`config.mk`:
```
export PLATFORM = sky130hd
export DESIGN_NAME = board_mem_arbiter
export DESIGN_NICKNAME = d
export VERILOG_FILES = /design/src/rtl/life_pkg.sv /design/src/rtl/rd_tag_pipe.sv /design/src/rtl/board_mem_arbiter.sv
export SDC_FILE = /design/constraint.sdc
export NUM_CORES = 1
export LEC_CHECK = 0
export ABC_AREA = 1
export BUFFER_PORTS_ARGS = -buffer_cell sky130_fd_sc_hd__buf_4
export CORE_MARGIN = 2
export CORE_UTILIZATION = 44
export DETAILED_ROUTE_END_ITERATION = 10
export GPL_ROUTABILITY_DRIVEN = 0
export PLACE_DENSITY = 0.9
export SYNTH_ARGS = -nofsm -noshare
export SYNTH_HDL_FRONTEND = slang
export SYNTH_SLANG_ARGS = --single-unit
```
`constraint.sdc`:
```
create_clock -name clk_in -period 4.7 [get_ports clk_in]
set_input_delay 0.47 -clock clk_in [delete_from_list [all_inputs] [get_ports clk_in]]
set_output_delay 0.47 -clock clk_in [all_outputs]
set_load 0.05 [all_outputs]
```
`src/rtl/life_pkg.sv`:
```
// Shared types for the Life board datapath: requester IDs and the board word.
package life_pkg;

  typedef enum logic [1:0] {
    REQ_DISP = 2'd0,
    REQ_SIM  = 2'd1,
    REQ_EDIT = 2'd2
  } req_id_t;

  localparam int NUM_REQ      = 3;
  localparam int BOARD_WORD_W = 16;

  typedef logic [BOARD_WORD_W-1:0] board_word_t;

endpackage

```
`src/rtl/rd_tag_pipe.sv`:
```
// Valid+ID shift register that tracks reads in flight through the BRAM.
module rd_tag_pipe #(
  parameter int READ_LATENCY = 2,
  parameter int ID_W         = 2
) (
  input  logic            clk_in,
  input  logic            rst_n_in,
  input  logic            push_valid_in,
  input  logic [ID_W-1:0] push_id_in,
  output logic            tail_valid_out,
  output logic [ID_W-1:0] tail_id_out
);

  logic [READ_LATENCY-1:0]           vld_q, vld_d;
  logic [READ_LATENCY-1:0][ID_W-1:0] id_q, id_d;

  always_comb begin
    vld_d    = vld_q;
    id_d     = id_q;
    vld_d[0] = push_valid_in;
    id_d[0]  = push_id_in;
    for (int i = 1; i < READ_LATENCY; i++) begin
      vld_d[i] = vld_q[i-1];
      id_d[i]  = id_q[i-1];
    end
  end

  always_ff @(posedge clk_in or negedge rst_n_in) begin
    if (!rst_n_in) begin
      vld_q <= '0;
      id_q  <= '0;
    end else begin
      vld_q <= vld_d;
      id_q  <= id_d;
    end
  end

  assign tail_valid_out = vld_q[READ_LATENCY-1];
  assign tail_id_out    = id_q[READ_LATENCY-1];

endmodule

```
`src/rtl/board_mem_arbiter.sv`:
```
// Single-port board BRAM arbiter: display priority with starvation override,
// sim/edit round-robin, and tagged routing of read data back to its issuer.
module board_mem_arbiter
  import life_pkg::*;
#(
  parameter int ADDR_WIDTH   = 16,
  parameter int DATA_WIDTH   = 16,
  parameter int READ_LATENCY = 2,
  parameter int MAX_STARVE   = 8
) (
  input  logic                  clk_in,
  input  logic                  rst_n_in,
  input  logic                  disp_req_in,
  input  logic [ADDR_WIDTH-1:0] disp_addr_in,
  output logic                  disp_gnt_out,
  output logic                  disp_rvalid_out,
  input  logic                  sim_req_in,
  input  logic                  sim_we_in,
  input  logic [ADDR_WIDTH-1:0] sim_addr_in,
  input  logic [DATA_WIDTH-1:0] sim_wdata_in,
  output logic                  sim_gnt_out,
  output logic                  sim_rvalid_out,
  input  logic                  edit_req_in,
  input  logic                  edit_we_in,
  input  logic [ADDR_WIDTH-1:0] edit_addr_in,
  input  logic [DATA_WIDTH-1:0] edit_wdata_in,
  output logic                  edit_gnt_out,
  output logic                  edit_rvalid_out,
  output logic [DATA_WIDTH-1:0] rdata_out,
  output logic                  mem_en_out,
  output logic                  mem_we_out,
  output logic [ADDR_WIDTH-1:0] mem_addr_out,
  output logic [DATA_WIDTH-1:0] mem_wdata_out,
  input  logic [DATA_WIDTH-1:0] mem_rdata_in
);

  localparam int ID_W  = $bits(req_id_t);
  localparam int CNT_W = 8;
  localparam logic [CNT_W-1:0] STARVE_LIMIT = CNT_W'(MAX_STARVE);

  logic [CNT_W-1:0]      starve_cnt_q, starve_cnt_d;
  req_id_t               rr_last_q, rr_last_d;
  logic                  disp_rvalid_q, disp_rvalid_d;
  logic                  sim_rvalid_q, sim_rvalid_d;
  logic                  edit_rvalid_q, edit_rvalid_d;
  logic [DATA_WIDTH-1:0] rdata_q, rdata_d;

  logic            se_pend, se_pick_sim, override, se_gnt;
  logic            disp_gnt, sim_gnt, edit_gnt;
  logic            push_valid;
  logic [ID_W-1:0] push_id;
  logic            tail_valid;
  logic [ID_W-1:0] tail_id;

  always_comb begin
    se_pend     = sim_req_in | edit_req_in;
    se_pick_sim = sim_req_in & (~edit_req_in | (rr_last_q != REQ_SIM));
    override    = se_pend & (starve_cnt_q == STARVE_LIMIT);
    // Grants are gated by reset so nothing reaches the BRAM while held in reset.
    disp_gnt    = rst_n_in & disp_req_in & ~override;
    se_gnt      = rst_n_in & se_pend & (~disp_req_in | override);
    sim_gnt     = se_gnt & se_pick_sim;
    edit_gnt    = se_gnt & ~se_pick_sim;

    mem_en_out    = 1'b0;
    mem_we_out    = 1'b0;
    mem_addr_out  = '0;
    mem_wdata_out = '0;
    push_valid    = 1'b0;
    push_id       = REQ_DISP;
    if (disp_gnt) begin
      mem_en_out   = 1'b1;
      mem_addr_out = disp_addr_in;
      push_valid   = 1'b1;
      push_id      = REQ_DISP;
    end else if (sim_gnt) begin
      mem_en_out    = 1'b1;
      mem_we_out    = sim_we_in;
      mem_addr_out  = sim_addr_in;
      mem_wdata_out = sim_wdata_in;
      push_valid    = ~sim_we_in;
      push_id       = REQ_SIM;
    end else if (edit_gnt) begin
      mem_en_out    = 1'b1;
      mem_we_out    = edit_we_in;
      mem_addr_out  = edit_addr_in;
      mem_wdata_out = edit_wdata_in;
      push_valid    = ~edit_we_in;
      push_id       = REQ_EDIT;
    end

    rr_last_d = rr_last_q;
    if (sim_gnt)  rr_last_d = REQ_SIM;
    if (edit_gnt) rr_last_d = REQ_EDIT;

    starve_cnt_d = starve_cnt_q;
    if (se_gnt || !se_pend)                         starve_cnt_d = '0;
    else if (disp_gnt && starve_cnt_q < STARVE_LIMIT) starve_cnt_d = starve_cnt_q + 1'b1;

    disp_rvalid_d = tail_valid && (tail_id == REQ_DISP);
    sim_rvalid_d  = tail_valid && (tail_id == REQ_SIM);
    edit_rvalid_d = tail_valid && (tail_id == REQ_EDIT);
    rdata_d       = tail_valid ? mem_rdata_in : rdata_q;
  end

  rd_tag_pipe #(
    .READ_LATENCY (READ_LATENCY),
    .ID_W         (ID_W)
  ) u_rd_tag_pipe (
    .clk_in         (clk_in),
    .rst_n_in       (rst_n_in),
    .push_valid_in  (push_valid),
    .push_id_in     (push_id),
    .tail_valid_out (tail_valid),
    .tail_id_out    (tail_id)
  );

  always_ff @(posedge clk_in or negedge rst_n_in) begin
    if (!rst_n_in) begin
      starve_cnt_q  <= '0;
      rr_last_q     <= REQ_EDIT;
      disp_rvalid_q <= 1'b0;
      sim_rvalid_q  <= 1'b0;
      edit_rvalid_q <= 1'b0;
      rdata_q       <= '0;
    end else begin
      starve_cnt_q  <= starve_cnt_d;
      rr_last_q     <= rr_last_d;
      disp_rvalid_q <= disp_rvalid_d;
      sim_rvalid_q  <= sim_rvalid_d;
      edit_rvalid_q <= edit_rvalid_d;
      rdata_q       <= rdata_d;
    end
  end

  assign disp_gnt_out    = disp_gnt;
  assign sim_gnt_out     = sim_gnt;
  assign edit_gnt_out    = edit_gnt;
  assign disp_rvalid_out = disp_rvalid_q;
  assign sim_rvalid_out  = sim_rvalid_q;
  assign edit_rvalid_out = edit_rvalid_q;
  assign rdata_out       = rdata_q;

endmodule

```
### Word-level counts from Yosys, hierarchy flattened

Index checks and enable logic that the tools add are counted.

* register bits: 35
* input port bits: 103
* output and inout bits: 56

* add/subtract/negate cells: 1
* $lt $le $gt $ge: 1
* equal/unequal tests: 4
* multiplexer cells: 22
* bitwise logic cells: 17
* reduce and logical (&&, ||, !) cells: 9

Operators by type and width (number)
* 2-to-1 mux 16 bit: 6
* 2-to-1 mux 8 bit: 2
* 2-to-1 mux 2 bit: 5
* 2-to-1 mux 1 bit: 9
* adder 8 x 1 -> 8 bit (second input constant): 1
* AND 1 bit: 8
* == test 8 x 4 -> 1 bit (second input constant): 1
* < comparator 8 x 4 -> 1 bit (second input constant): 1
* inverter 1 bit: 6
* logical AND 1 bit: 4
* nonzero test 2 bit: 2
* bitwise OR 1 bit: 3
* == test 2 x 1 -> 1 bit (second input constant): 1
* == test 2 bit (second input constant): 1
* logical NOT 2 bit: 1
* != test 2 x 1 -> 1 bit (second input constant): 1
* logical NOT 1 bit: 1
* logical OR 1 bit: 1

### Depth between registers and ports, before layout

Gate-level depths: netlist (run 1).

* depth after elaboration: 8
* gate-level depth with buffers: 11

### Cells and area by module

A second synthesis (run 1) with hierarchy kept.

* cells, all modules: 292
* area total of the unflattened synthesis: 2150.8 µm²

By module, submodules not included
* board_mem_arbiter: instances 1, cells each 286, area an instance 2000.7 µm², seq. area each 726.9 µm²
* rd_tag_pipe: instances 1, cells each 6, area an instance 150.1 µm², seq. area each 150.1 µm²

### Worst setup path after synthesis (run 1)

Ideal clock, no wire load.

* kind: flip-flop to output port
* start: reg starve_cnt_q[0]
* end: out mem_addr_out[10]
* arrival: 1787 ps
* data required time: 4230 ps
* setup slack: 2443 ps
* cell stages (with the launch flop): 12
* buffers on the path: 2
* cells stage by stage: dfrtp_1 > inv_1 > ha_1 > nand3_1 > nor2_2 > nand2_4 > nand2_4 > buf_6 > nor2_8 > buf_8 > nand2_1 > nand3_1

RTL lines
* from (decl): line board_mem_arbiter.sv:41 `logic [CNT_W-1:0] starve_cnt_q, starve_cnt_d;`
* from (signal assigned): line board_mem_arbiter.sv:127 `starve_cnt_q <= starve_cnt_d;`
* == test 8 x 4 -> 1 bit: line board_mem_arbiter.sv:58 `override = se_pend & (starve_cnt_q == STARVE_LIMIT);`
* AND 1 bit: line board_mem_arbiter.sv:58
* inverter 1 bit: line board_mem_arbiter.sv:60 `disp_gnt = rst_n_in & disp_req_in & ~override;`
* AND 1 bit: line board_mem_arbiter.sv:60
* named net disp_gnt_out: line board_mem_arbiter.sv:15 `output logic disp_gnt_out,`
* 2-to-1 mux 16 bit: line board_mem_arbiter.sv:71 `if (disp_gnt) begin`
* to (decl): line board_mem_arbiter.sv:32 `output logic [ADDR_WIDTH-1:0] mem_addr_out,`

The timed path passes the listed nets, and every way through them passes these cells.

### Worst setup path after layout (run 1)

* start: in rst_n_in
* end: out mem_addr_out[15]

* word-level cells in the longest chain between the ends: 6

Ends and longest elaborated chain
* from (decl): line board_mem_arbiter.sv:12 `input logic rst_n_in,`
* AND 1 bit (2 in a row): line board_mem_arbiter.sv:61 `se_gnt = rst_n_in & se_pend & (~disp_req_in | override);`
* AND 1 bit: line board_mem_arbiter.sv:63 `edit_gnt = se_gnt & ~se_pick_sim;`
* 2-to-1 mux 16 bit: line board_mem_arbiter.sv:83 `end else if (edit_gnt) begin`
* 2-to-1 mux 16 bit: line board_mem_arbiter.sv:76 `end else if (sim_gnt) begin`
* 2-to-1 mux 16 bit (*): line board_mem_arbiter.sv:71

Mark *: on every way between the ends. The rest lies on a longest branch, timed or not.

==> impl_metrics.py, run 1 <==
metrics = {
    "synthesis": {
        "synth-seq-area-share_pct": 40.8,
        "syn_area_per_cell_um2": 7.32,
        "synth_area_um2": 2150,
        "yosys.area_share.simple_pct": 46.0,
        "syn_inst": 294,
        "synth_compound_area_share_pct": 1.98,
        "synth_warnings": 0,
        "synth-edff-count": 0,
        "synth_top_family_by_area": "simple AND/OR/NAND/NOR gates",
        "post_synth_fa_ha_maj_area_fraction_pct": 1.16,
        "yosys.area.top_type": "dfrtp_1",
        "async_reset_ff_share_pct": 100,
        "ys_ff_latch": 35,
        "muxShareOfSynthArea_pct": 0,
        "synth_nets": 399,
        "ys.flop_type": "dfrtp_1",
        "ys_types": 28,
        "synthXorXnorAreaFrac_pct": 0,
        "synth_top_area_share_pct": 39.6,
        "netlist_top_cells_area": "dfrtp_1 40%, nand2_1 22%, nand3_1 8.4%, nand4_1 6.1%, buf_6 3.7%",
    },
    "run": {
        "drv_cap": 0,
    },
    "clock_tree": {
        "path_clk_slew_ns": 0.07,
        "clock_latency_ns": 0.29,
        "h-tree-depth": 2,
        "cts_tree": "yes",
        "cts_root_buffer": "clkbuf_8",
        "cts_num_sinks": 35,
        "clock_path_buffers": 2,
        "cts_buffers": 5,
        "cts_setup_buffers": 0,
        "hold_buffers": 0,
        "cts-resized-gates": 0,
    },
    "critical_path": {
        "worstPathMaxFanout": 38,
        "ff2ff_path_depth": 7,
        "cpMaxStageDelayCell": "nor2_2",
        "cp.depth": 7,
        "critPathMaxStageDelay_ns": 0.67,
        "crit_family": "simple AND/OR/NAND/NOR gates",
        "path_cells": "buf_4 > inv_2 > nor2_2 > a21boi_4 > nand3_1 > nand3_1 > buf_4",
        "arrival_ns": 2.71,
        "path_buf_inv": 3,
        "required_ns": 4.23,
        "path_class": "in2out",
        "crit_path_end_kind": "output pin",
        "cp-start-kind": "input pin",
    },
    "power_and_ir_drop": {
        "p_int_uw": 646,
        "p_sw_uw": 386,
        "switching_share_pct": 37.4,
        "combPwrFrac_pct": 39.0,
        "p_leak_uw": 0.00195,
        "vdd_ir_drop_max_mv": 0.155,
        "power.density_nw_per_um2": 303,
        "seqPwrFrac_pct": 34.3,
        "p_clk_share_pct": 26.7,
    },
    "placement": {
        "post_dp_cell_area_um2": 3290,
        "port_buffers": 158,
        "hpwl_mm": 5.07,
    },
    "grt": {
        "grt_pass1_vias": 2328,
        "antenna_found_initial": 0,
        "grt_max_degree": 39,
        "grt_use_total_pct": 22.4,
        "grt_pass1_wl_mm": 9.67,
        "grt_overflow": 0,
    },
    "sta": {
        "finalHoldViolations": 0,
        "max_slew_margin_pct": 45.9,
        "setup_viol": 0,
        "drv_slew": 0,
        "max_freq_ghz": 0.315,
        "final.setup_skew_ns": 0.00209,
        "period_minus_slack_ns": 3.18,
        "fin_tns_setup_ns": 0,
        "fin_crit_sh_pct": 67.6,
        "worstMarginPinSlew_ns": 0.810,
        "rsz0062_at_grt": "false",
    },
    "detailed_routing": {
        "wl_per_cell_um": 12.3,
        "drcViolationCount": 0,
        "wirelength_mm": 6.27,
        "vias_per_cell": 4.87,
        "vias": 2491,
        "drtIter0Drc": 131,
        "ant_nets": 0,
        "drt_pass1_iterations": 4,
    },
    "floorplanning": {
        "core_um2": 4720,
        "io_pins": 159,
        "core.rowCount": 25,
        "die_w_um": 73.9,
        "die_h_um": 73.9,
        "die-area_um2": 5460,
        "start_util_pct": 45.5,
    },
    "finish": {
        "final_nets": 549,
        "design_area_um2": 3410,
        "layout-drive-gt1-share_pct": 41.6,
        "antenna_cells": 0,
        "fin_util_pct": 72.1,
        "area_growth_pct": 58.4,
    },
    "hold_path": {
        "hold_class": "in2async",
    },
    "status": {
        "status": "completed",
    },
}
power groups by stage:
stage                     registers (uW)  clock network, uW  logic (uW)
after CTS                            355                283         406
after global placement               358                  0         399
after floorplan                      442                  0         167
after detailed placement             360                  0         405
final                                354                275         403
after global routing                 358                298         430
Yosys cell counts (3+ instances only):
cell type  count
nand2_1      125
nand3_1       36
dfrtp_1       34
nand4_1       21
inv_1         18
nor2_1        17
buf_6          7
inv_2          4
buf_2          3
nand2_4        3
nor2_2         3
worst reg2reg max path, delay by kind of cell (launching register included):
kind / cells / cell delay (ns)
flip-flops: 1 / 0.53
buffers and inverters: 2 / 0.67
AND/OR/NAND/NOR: 5 / 0.55
per-layer routing:
layer / track usage [%] / share of wire [%] / vias to the layer above
met5: 0 / 0 / -
met4: 8.89 / 3.0 / 0
met3: 7.00 / 8.8 / 19
met2: 39.3 / 50 / 131
met1: 25.3 / 38 / 1104
li1: - / - / 1237
final timing paths:
check | start | to | slack, ns
min in group clk_in | u_rd_tag_pipe.id_d[3] | u_rd_tag_pipe.tail_id_out[1] | 0.35
max | rst_n_in | mem_addr_out[15] | 1.52
max reg2reg | rr_last_q[1] | rr_last_q[1] | 2.86
min reg2reg | u_rd_tag_pipe.id_d[3] | u_rd_tag_pipe.tail_id_out[1] | 0.35
max in group asynchronous | rst_n_in | rr_last_q[1] | 4.22
min | rst_n_in | rdata_out[6] | 0.13
stage by stage:
stage / worst slack [ns] / total power [uW] / hold slack, ns / cells
global route: 1.25 / 1090 / 0.161 / 512
detailed placement: 1.50 / 765 / 0.338 / 504
CTS: 1.49 / 1040 / 0.143 / 512
finish: 1.52 / 1030 / 0.133 / 512
global placement: 1.57 / 757 / 0.334 / 504
floorplan: 2.44 / 609 / 0.174 / 294
cells by family after synthesis:
logic type / Yosys count
compound gates: 5
buf+inv: 38
flops: 35
fa+ha+maj: 2
simple gates: 214
placed cells by master (no fill, tap or decap), types with 2 or more instances in the layout:
cell type and count:
a21oi_1 2, buf_4 158, clkbuf_8 6, dfrtp_1 34, ha_1 2, inv_1 18
inv_2 4, nand2_1 125, nand2_2 2, nand2_4 3, nand3_1 36, nand4_1 21
nor2_1 17, nor2_2 3, nor2_8 2, nor3_1 2
registers in the layout, indices dropped and copies added, names as in the netlist:
name / count
starve_cnt_q: 8
rdata_out: 16
sim_rvalid_out: 1
u_rd_tag_pipe.tail_id_out: 2
u_rd_tag_pipe.vld_q: 2
u_rd_tag_pipe.id_d: 2
rr_last_q: 2
disp_rvalid_out: 1
edit_rvalid_out: 1
layout make-up:
type,count,area [um^2]
clock buffers,6,82.6
repair buffers,158,1190
multi-input cells,221,1060
inverters,23,86.3
fillers,387,1320
clock inverters,2,35.0
well taps,67,83.8
flip-flops and latches,35,877
No activity file was read; power rests on OpenSTA's default activity.
==> inputs of run 2 (changes only) <==
CORE_UTILIZATION = 37   (was 44)
PLACE_DENSITY = 0.81   (was 0.9)
clock period = 2.9 ns   (was 4.7 ns; I/O delays follow)
==> impl_metrics.py, run 2 (synthesis results as in run 1) <==
metrics = {
    "clock_tree": {
        "cts_root_buffer": "clkbuf_8",
        "clock_latency_ns": 0.29,
        "cts_buffers": 5,
        "cts_setup_buffers": 0,
        "h-tree-depth": 2,
        "cts_num_sinks": 35,
        "clock_path_buffers": 2,
        "cts-resized-gates": 0,
        "cts_tree": "yes",
        "hold_buffers": 0,
        "path_clk_slew_ns": 0.07,
    },
    "grt": {
        "antenna_found_initial": 0,
        "grt_max_degree": 38,
        "grt_pass1_vias": 2418,
        "grt_overflow": 0,
        "grt_pass1_wl_mm": 10.4,
        "grt_use_total_pct": 20.5,
    },
    "power_and_ir_drop": {
        "finalPower_uw": 1570,
        "power.density_nw_per_um2": 461,
        "p_leak_uw": 0.00195,
        "vdd_ir_drop_max_mv": 0.287,
    },
    "hold_path": {
        "hold_class": "in2async",
    },
    "sta": {
        "fin_crit_sh_pct": 89.5,
        "fin_tns_setup_ns": 0,
        "rsz0062_at_grt": "false",
        "final.setup_skew_ns": 0.0102,
        "worstMarginPinSlew_ns": 0.515,
        "max_slew_margin_pct": 65.6,
        "max_freq_ghz": 0.385,
        "finalHoldViolations": 0,
        "timing.hold.ws_ns": 0.0491,
        "setup_viol": 0,
        "drv_slew": 0,
        "period_minus_slack_ns": 2.59,
    },
    "floorplanning": {
        "core.rowCount": 27,
        "start_util_pct": 38.6,
        "io_pins": 159,
        "die-area_um2": 6440,
        "die_h_um": 80.2,
        "die_w_um": 80.2,
        "core_um2": 5570,
    },
    "finish": {
        "final_nets": 552,
        "final_cell_count_no_fill": 520,
        "final_common_cell": "buf_4",
        "largest_reg_flops": 16,
        "seqCellArea_um2": 877,
        "area_growth_pct": 58.2,
        "layout-drive-gt1-share_pct": 42.0,
        "antenna_cells": 0,
        "most-common-layout-cells": "161 x buf_4, 125 x nand2_1, 36 x nand3_1",
        "multi_input_area_um2": 1060,
        "fillCellCount": 485,
    },
    "critical_path": {
        "arrival_ns": 2.30,
        "rrSetupSlack_ns": 1.09,
        "required_ns": 2.61,
        "critPathMaxStageDelay_ns": 0.53,
        "crit_path_end_kind": "output pin",
        "path_cells": "nor2_1 > nand2_1 > nand2_2 > inv_2 > nand3_2 > inv_2 > nand2_1 > nand2_1 > buf_4",
        "worstPathMaxFanout": 21,
        "cp_common_cell": "nand2_1",
        "cpMaxStageDelayCell": "dfstp_2",
        "path_class": "reg2out",
        "cp-start-kind": "flip-flop",
        "path_buf_inv": 3,
        "crit_family": "buffers and inverters",
    },
    "placement": {
        "hpwl_mm": 5.25,
        "post-place-cells": 512,
        "port_buffers": 158,
    },
    "detailed_routing": {
        "ant_nets": 0,
        "wirelength_mm": 6.72,
        "vias": 2510,
        "wl_per_cell_um": 12.9,
        "drtIter0Drc": 101,
        "vias_per_cell": 4.83,
        "drcViolationCount": 0,
        "drt_pass1_iterations": 4,
    },
    "status": {
        "status": "completed",
    },
    "run": {
        "drv_cap": 0,
    },
}
-- run 2: area by class of cell --
| type | count | share of cell area, % |
|---|---|---|
| Clock inverter | 3 | 0.441 |
| Tap cell | 72 | 2.65 |
| Timing Repair Buffer | 161 | 35.5 |
| Clock buffer | 5 | 2.02 |
| Inverter | 23 | 2.54 |
| Multi-Input combinational cell | 221 | 31.0 |
| Sequential cell | 35 | 25.8 |
-- run 2: path summary, 6_finish.rpt --
check                                       from                      endpoint  depth (start not counted)
setup reg to reg                    rr_last_q[1]                  rr_last_q[1]                          7
hold / removal                          rst_n_in               starve_cnt_q[6]                          2
min in group clk_in              mem_rdata_in[3]                  rdata_out[3]                          3
hold reg to reg            u_rd_tag_pipe.id_d[3]  u_rd_tag_pipe.tail_id_out[1]                          0
max in group asynchronous               rst_n_in                  rr_last_q[1]                          2
setup / recovery                    rr_last_q[1]              mem_wdata_out[1]                          9
-- run 2: report_power, final --
part	internal [uW]	switching (uW)	leakage (uW)	total [uW]
clock network	164	169	0.0000477	333
logic	230	438	0.00145	668
registers	542	26.7	0.000450	569
total	936	633	0.00195	1570
-- run 2: worst reg2reg max path, delay by kind of cell (launching register included) --
family	cells	cell delay, ns
AND/OR/NAND/NOR	5	0.54
flip-flops	1	0.53
buffers and inverters	2	0.66
-- run 2: per-stage QoR --
stage / utilization, % / instance area [um^2] / setup WS [ns]
after floorplan: - / 2150 / 0.823
after global placement: 59.5 / 3320 / 0.696
after detailed placement: 59.5 / 3320 / 0.626
after CTS: 61.0 / 3400 / 0.303
after global routing: 61.0 / 3400 / 0.0911
final: 61.0 / 3400 / 0.306
-- run 2: per-layer routing --
metal / GRT usage [%] / routed length [um]
met1: 21.6 / 2620
met2: 38.7 / 3410
met3: 4.61 / 512
met4: 8.98 / 181
met5: 0 / 0
